<file path="config.mk">
export PLATFORM = sky130hd
export DESIGN_NAME = deskew_collector
export DESIGN_NICKNAME = d
export VERILOG_FILES = /design/src/rtl/deskew_collector.sv
export SDC_FILE = /design/constraint.sdc
export NUM_CORES = 1
export LEC_CHECK = 0
export ABC_AREA = 1
export BUFFER_PORTS_ARGS = -buffer_cell sky130_fd_sc_hd__buf_2
export CORE_MARGIN = 5
export CORE_UTILIZATION = 25
export CTS_BUF_LIST = sky130_fd_sc_hd__clkbuf_16
export DETAILED_ROUTE_END_ITERATION = 10
export PLACE_DENSITY = 0.46
export SETUP_SLACK_MARGIN = 0.4
export SYNTH_ARGS = -nofsm -noshare
export SYNTH_HDL_FRONTEND = slang
export SYNTH_SLANG_ARGS = --single-unit
export TNS_END_PERCENT = 100
</file>
<file path="constraint.sdc">
create_clock -name clk_i -period 2.1 [get_ports clk_i]
set_input_delay 0.315 -clock clk_i [delete_from_list [all_inputs] [get_ports clk_i]]
set_output_delay 0.315 -clock clk_i [all_outputs]
set_load 0.05 [all_outputs]
</file>
<file path="src/rtl/deskew_collector.sv">
// deskew_collector: realigns skewed systolic-array result lanes with a
// triangular delay, queues aligned words in a FIFO and presents them as an
// AXI-Stream master with tlast framing. in_ready_o is a credit that keeps
// the non-stallable array from overrunning the FIFO.
module deskew_collector #(
    parameter int Width = 8,
    parameter int Size  = 4,
    parameter int Depth = 8,
    parameter int Frame = 4
) (
    input  logic                  clk_i,
    input  logic                  rst_i,
    input  logic                  valid_i,
    input  logic [Size*Width-1:0] x_i,
    output logic                  in_ready_o,
    output logic                  overflow_o,
    output logic [Size*Width-1:0] m_axis_tdata_o,
    output logic                  m_axis_tvalid_o,
    output logic                  m_axis_tlast_o,
    input  logic                  m_axis_tready_i
);

    localparam int EntryW = Size * Width + 1;
    localparam int PtrW   = (Depth > 1) ? $clog2(Depth) : 1;
    localparam int CntW   = $clog2(Depth + 1);
    localparam int FrmW   = (Frame > 1) ? $clog2(Frame) : 1;
    localparam int unsigned DepthU = Depth;

    logic [Size-1:0][Width-1:0] aligned;
    logic                       wr_v;
    int unsigned                inflight;
    int unsigned                occupancy;

    logic [EntryW-1:0] mem [Depth];
    logic [EntryW-1:0] head;
    logic [PtrW-1:0]   wr_ptr;
    logic [PtrW-1:0]   rd_ptr;
    logic [CntW-1:0]   count;
    logic [FrmW-1:0]   frame_cnt;
    logic              ovf_q;
    logic              full;
    logic              pop;
    logic              push;
    logic              drop;
    logic              last_bit;

    function automatic logic [PtrW-1:0] ptr_next(input logic [PtrW-1:0] p);
        return (p == PtrW'(Depth - 1)) ? '0 : p + PtrW'(1);
    endfunction

    // Deskew triangle: lane c is delayed by Size-1-c cycles, last lane passes straight through.
    for (genvar c = 0; c < Size; c++) begin : g_lane
        localparam int Dly = Size - 1 - c;
        if (Dly == 0) begin : g_pass
            assign aligned[c] = x_i[c*Width +: Width];
        end else begin : g_dly
            logic [Dly*Width-1:0] sr;

            // Free-running lane delay line, never gated by valid or backpressure.
            always_ff @(posedge clk_i) begin
                if (rst_i) begin
                    sr <= '0;
                end else begin
                    sr <= (sr << Width) | (Dly*Width)'(x_i[c*Width +: Width]);
                end
            end

            assign aligned[c] = sr[Dly*Width-1 -: Width];
        end
    end

    // Valid pipeline matches the deskew latency; its popcount is the in-flight word count.
    if (Size > 1) begin : g_vpipe
        logic [Size-2:0] vpipe;

        // Shift valid_i alongside lane 0 of each word.
        always_ff @(posedge clk_i) begin
            if (rst_i) begin
                vpipe <= '0;
            end else begin
                vpipe <= (vpipe << 1) | (Size-1)'(valid_i);
            end
        end

        assign wr_v     = vpipe[Size-2];
        assign inflight = $countones(vpipe);
    end else begin : g_novpipe
        assign wr_v     = valid_i;
        assign inflight = '0;
    end

    assign full     = (count == CntW'(Depth));
    assign pop      = (count != '0) && m_axis_tready_i;
    assign push     = wr_v && (!full || pop);
    assign drop     = wr_v && full && !pop;
    assign last_bit = (frame_cnt == FrmW'(Frame - 1));

    // FIFO storage, pointers and occupancy; head entry is reset so outputs read 0 out of reset.
    always_ff @(posedge clk_i) begin
        if (rst_i) begin
            mem    <= '{default: '0};
            wr_ptr <= '0;
            rd_ptr <= '0;
            count  <= '0;
        end else begin
            if (push) begin
                mem[wr_ptr] <= {last_bit, aligned};
                wr_ptr      <= ptr_next(wr_ptr);
            end
            if (pop) begin
                rd_ptr <= ptr_next(rd_ptr);
            end
            case ({push, pop})
                2'b10:   count <= count + CntW'(1);
                2'b01:   count <= count - CntW'(1);
                default: count <= count;
            endcase
        end
    end

    // Frame position of the next written word; dropped words leave it untouched.
    always_ff @(posedge clk_i) begin
        if (rst_i) begin
            frame_cnt <= '0;
        end else if (push) begin
            frame_cnt <= last_bit ? '0 : frame_cnt + FrmW'(1);
        end
    end

    // Sticky overflow record, cleared only by reset.
    always_ff @(posedge clk_i) begin
        if (rst_i) begin
            ovf_q <= 1'b0;
        end else if (drop) begin
            ovf_q <= 1'b1;
        end
    end

    // Flag is visible in the very cycle the drop happens, then held by ovf_q.
    assign overflow_o = ovf_q || (drop && !rst_i);

    assign occupancy  = inflight + 32'(count);
    assign in_ready_o = !rst_i && (occupancy < DepthU);

    assign head            = mem[rd_ptr];
    assign m_axis_tvalid_o = (count != '0);
    assign m_axis_tdata_o  = head[Size*Width-1:0];
    assign m_axis_tlast_o  = head[EntryW-1];

endmodule

</file>
==> reports/results.ini <==
[status]
status = complete, but fails checks
failed_checks = negative setup slack

[critical_path]
critPathArrivalTime_ns = 2.11
regToRegSetupSlack_ns = 0.13
critical_path_class = reg -> out
required_ns = 1.78
r2r-end = mem[224]$_SDFFE_PP0P_
cp-startpoint = rd_ptr[0]$_SDFFE_PP0P_
startpoint_type = flop
cp-end-kind = output pin
rr_worst_depth = 12
r2r_start = count[0]$_SDFFE_PP0P_
cp_max_fo = 6

[drt]
wl_um = 67500
via_count = 15040
firstDrtPassIters = 5
via_per_inst = 4.99
avgRoutedWirePerCell_um = 22.4
drcViolationCount = 0
ant_nets = 0
initialDrtViolationCount = 1221

[grt]
grt_overflow = 0
grt_usage_pct = 16.0
grt_pass1_vias = 13952
grt_pass1_wl_um = 87900
grt_max_degree = 63
antenna_found_initial = 1

[cells_and_area]
layout_commonest_cell = dfxtp_1
n_antenna_cell = 0
layout-drive-gt1-share_pct = 44.1
postLayoutCellArea_mm2 = 0.0226
final_nets = 2177
mostFrequentLayoutCells = dfxtp_1, a21oi_2, nand3_1
num-fill-cells = 6449
final_util_pct = 35.1
layout-area-overhead-vs-synth_pct = 39.0

[clock_network]
clock_tree.root_cell = clkbuf_16
clkTransAtPathRegs_ns = 0.06
clkLatencyLatePin_ns = 0.57
clk_path_buf_depth = 3
cts_buffers = 40
cts_tree = done
cts_htree_levels = 2
clock_sinks = 328

[place]
dpl.hpwl_um = 30300
gp_congestion = 0.744
place_area_mm2 = 0.0177
port_buffers = 71

[sta]
drv_slew = 0
hold_viol = 0
post-route-period-util_pct = 115
maxSlewHeadroom_pct = 60.2
fmax_mhz = 413
grt_setup_unrepaired = true
min_period_ns = 2.42
skew_ns = 0.0201
fin_ws_ns = -0.323
finalSetupViolCount = 34
tightest_slew_ns = 0.597

[pwr]
intPower_mw = 15.0
pwr-share-comb_pct = 43.9
ir_worst_vdd_mv = 1.13
p_clk_share_pct = 28.7
switchingPower_mw = 9.38
p_leak_nw = 7.09
power_density_mw_per_mm2 = 1080
p_seq_share_pct = 27.4
swShare_pct = 38.5

[logic_synthesis]
syn_nets = 2066
synthSimpleGateAreaFrac_pct = 22.9
synth_compound_area_share_pct = 23.3
synth.distinct_cells = 29
yosysSeqAreaShare_pct = 40.5
ys_warn_count = 0
synth_xor_area_share_pct = 0.162
syn_avg_cell_area_um2 = 8.03
yosys.area_share.adder_pct = 0.817
syn_area_mm2 = 0.0162
synth.area.mux_share_pct = 0
ys_seq_elements = 328
synth_top_family_by_area = compound AO/OA/AOI/OAI gates
syn-instance-count = 2020

[hold_path]
whs_endpoint = g_lane[2].g_dly.sr[7]$_SDFF_PP0_
min_path_cells = 3
min_path_type = in -> reg
hold_path_startpoint = x_i[23]

[floorplanning]
start_util_pct = 25.2
dieArea_mm2 = 0.0701
rows = 93
die_h_um = 265
fp.dieW_um = 265
ios = 72
core_mm2 = 0.0643

[flow_run]
drv_cap = 0

==> stage by stage <==
stage | worst slack, ns | setup TNS (ns) | total power [mW] | hold slack [ns] | instances
3_5_place_dp | 0.225 | 0 | 14.7 | 0.397 | 2810
3_3_place_gp | 0.149 | 0 | 14.7 | 0.391 | 2810
6_report | -0.323 | -8.50 | 24.4 | 0.0188 | 3017
2_1_floorplan | 0.242 | 0 | 12.0 | 0.388 | 2020
4_1_cts | -0.294 | -7.44 | 23.3 | 0.00654 | 2935
5_1_grt | -0.367 | -10.66 | 25.2 | 0.0326 | 3017
==> sequential cells by signal, summed over array words and instances, names as in the netlist <==
register / flops
g_lane.g_dly.sr: 48
wr_ptr: 3
ovf_q: 1
frame_cnt: 2
g_vpipe.vpipe: 3
count: 4
rd_ptr: 3
mem: 264
==> per-layer routing <==
layer,GRT usage [%],wire length (µm)
met5,0,0
met2,25.4,30000
met3,2.89,4860
met1,22.2,30700
met4,4.71,1930
==> power groups by stage <==
stage | sequential (mW) | combinational, mW | clock, mW
3_5_place_dp | 6.78 | 7.88 | 0
3_3_place_gp | 6.77 | 7.90 | 0
6_report | 6.67 | 10.7 | 7.00
5_1_grt | 6.69 | 11.1 | 7.42
2_1_floorplan | 6.59 | 5.42 | 0
4_1_cts | 6.63 | 9.53 | 7.14
==> repair_timing <==
action / CTS / global route
cloned: 15 / 52
setup endpoints to repair: 213 / 307
gates resized for setup: 154 / 277
endpoints found under the hold margin: 19 / 0
buffers inserted: 18 / 30
pin swaps: 16 / 87
hold buffers: 19 / 0
==> cell families after synthesis <==
group / after synthesis
AND/OR/NAND/NOR: 699
AO/OA/AOI/OAI: 583
buffers and inverters: 397
flip-flops: 328
adder cells (fa/ha/maj): 10
XOR/XNOR: 3
==> worst max-delay path, cell delays in order, from the launching register on <==
cell and delay [ns]:
dfxtp_4 0.48, clkinv_8 0.14, buf_12 0.16, clkbuf_16 0.17
o21ai_1 0.15, nand3_1 0.11, o21a_4 0.18, buf_12 0.15
==> synth_stat cells (all sizes together) <==
cell | n | share of area, %
clkbuf | 87 | 2.0
a21oi | 406 | 17
fa | 1 | 0.12
nand3 | 302 | 9.3
nor2 | 77 | 2.1
xor2 | 2 | 0.11
dfxtp | 328 | 40
nand4 | 1 | 0.039
nor3 | 1 | 0.031
buf | 111 | 5.7
inv | 199 | 4.6
xnor2 | 1 | 0.054
o21ai | 144 | 4.4
o21a | 33 | 1.5
nand2 | 318 | 11
ha | 9 | 0.69
==> worst max-delay path by stage <==
stage	endpoint	slack [ns]	depth (start not counted)
2_1_floorplan	count[2]$_SDFFE_PP0P_	0.24	13
3_3_place_gp	count[2]$_SDFFE_PP0P_	0.15	13
3_5_place_dp	count[2]$_SDFFE_PP0P_	0.22	13
4_1_cts	in_ready_o	-0.29	6
5_1_grt	m_axis_tdata_o[22]	-0.37	8
6_report	m_axis_tdata_o[22]	-0.32	7
==> area by class of cell <==
type / count / area (µm²) / area share (%)
Timing Repair inverter: 5 / 115 / 0.510
Clock inverter: 31 / 246 / 1.09
Timing Repair Buffer: 249 / 3560 / 15.8
Clock buffer: 42 / 1050 / 4.66
Multi-Input combinational cell: 1308 / 9150 / 40.5
Tap cell: 855 / 1070 / 4.74
Inverter: 199 / 788 / 3.49
Sequential cell: 328 / 6590 / 29.2
(Power assumes the default switching activity.)
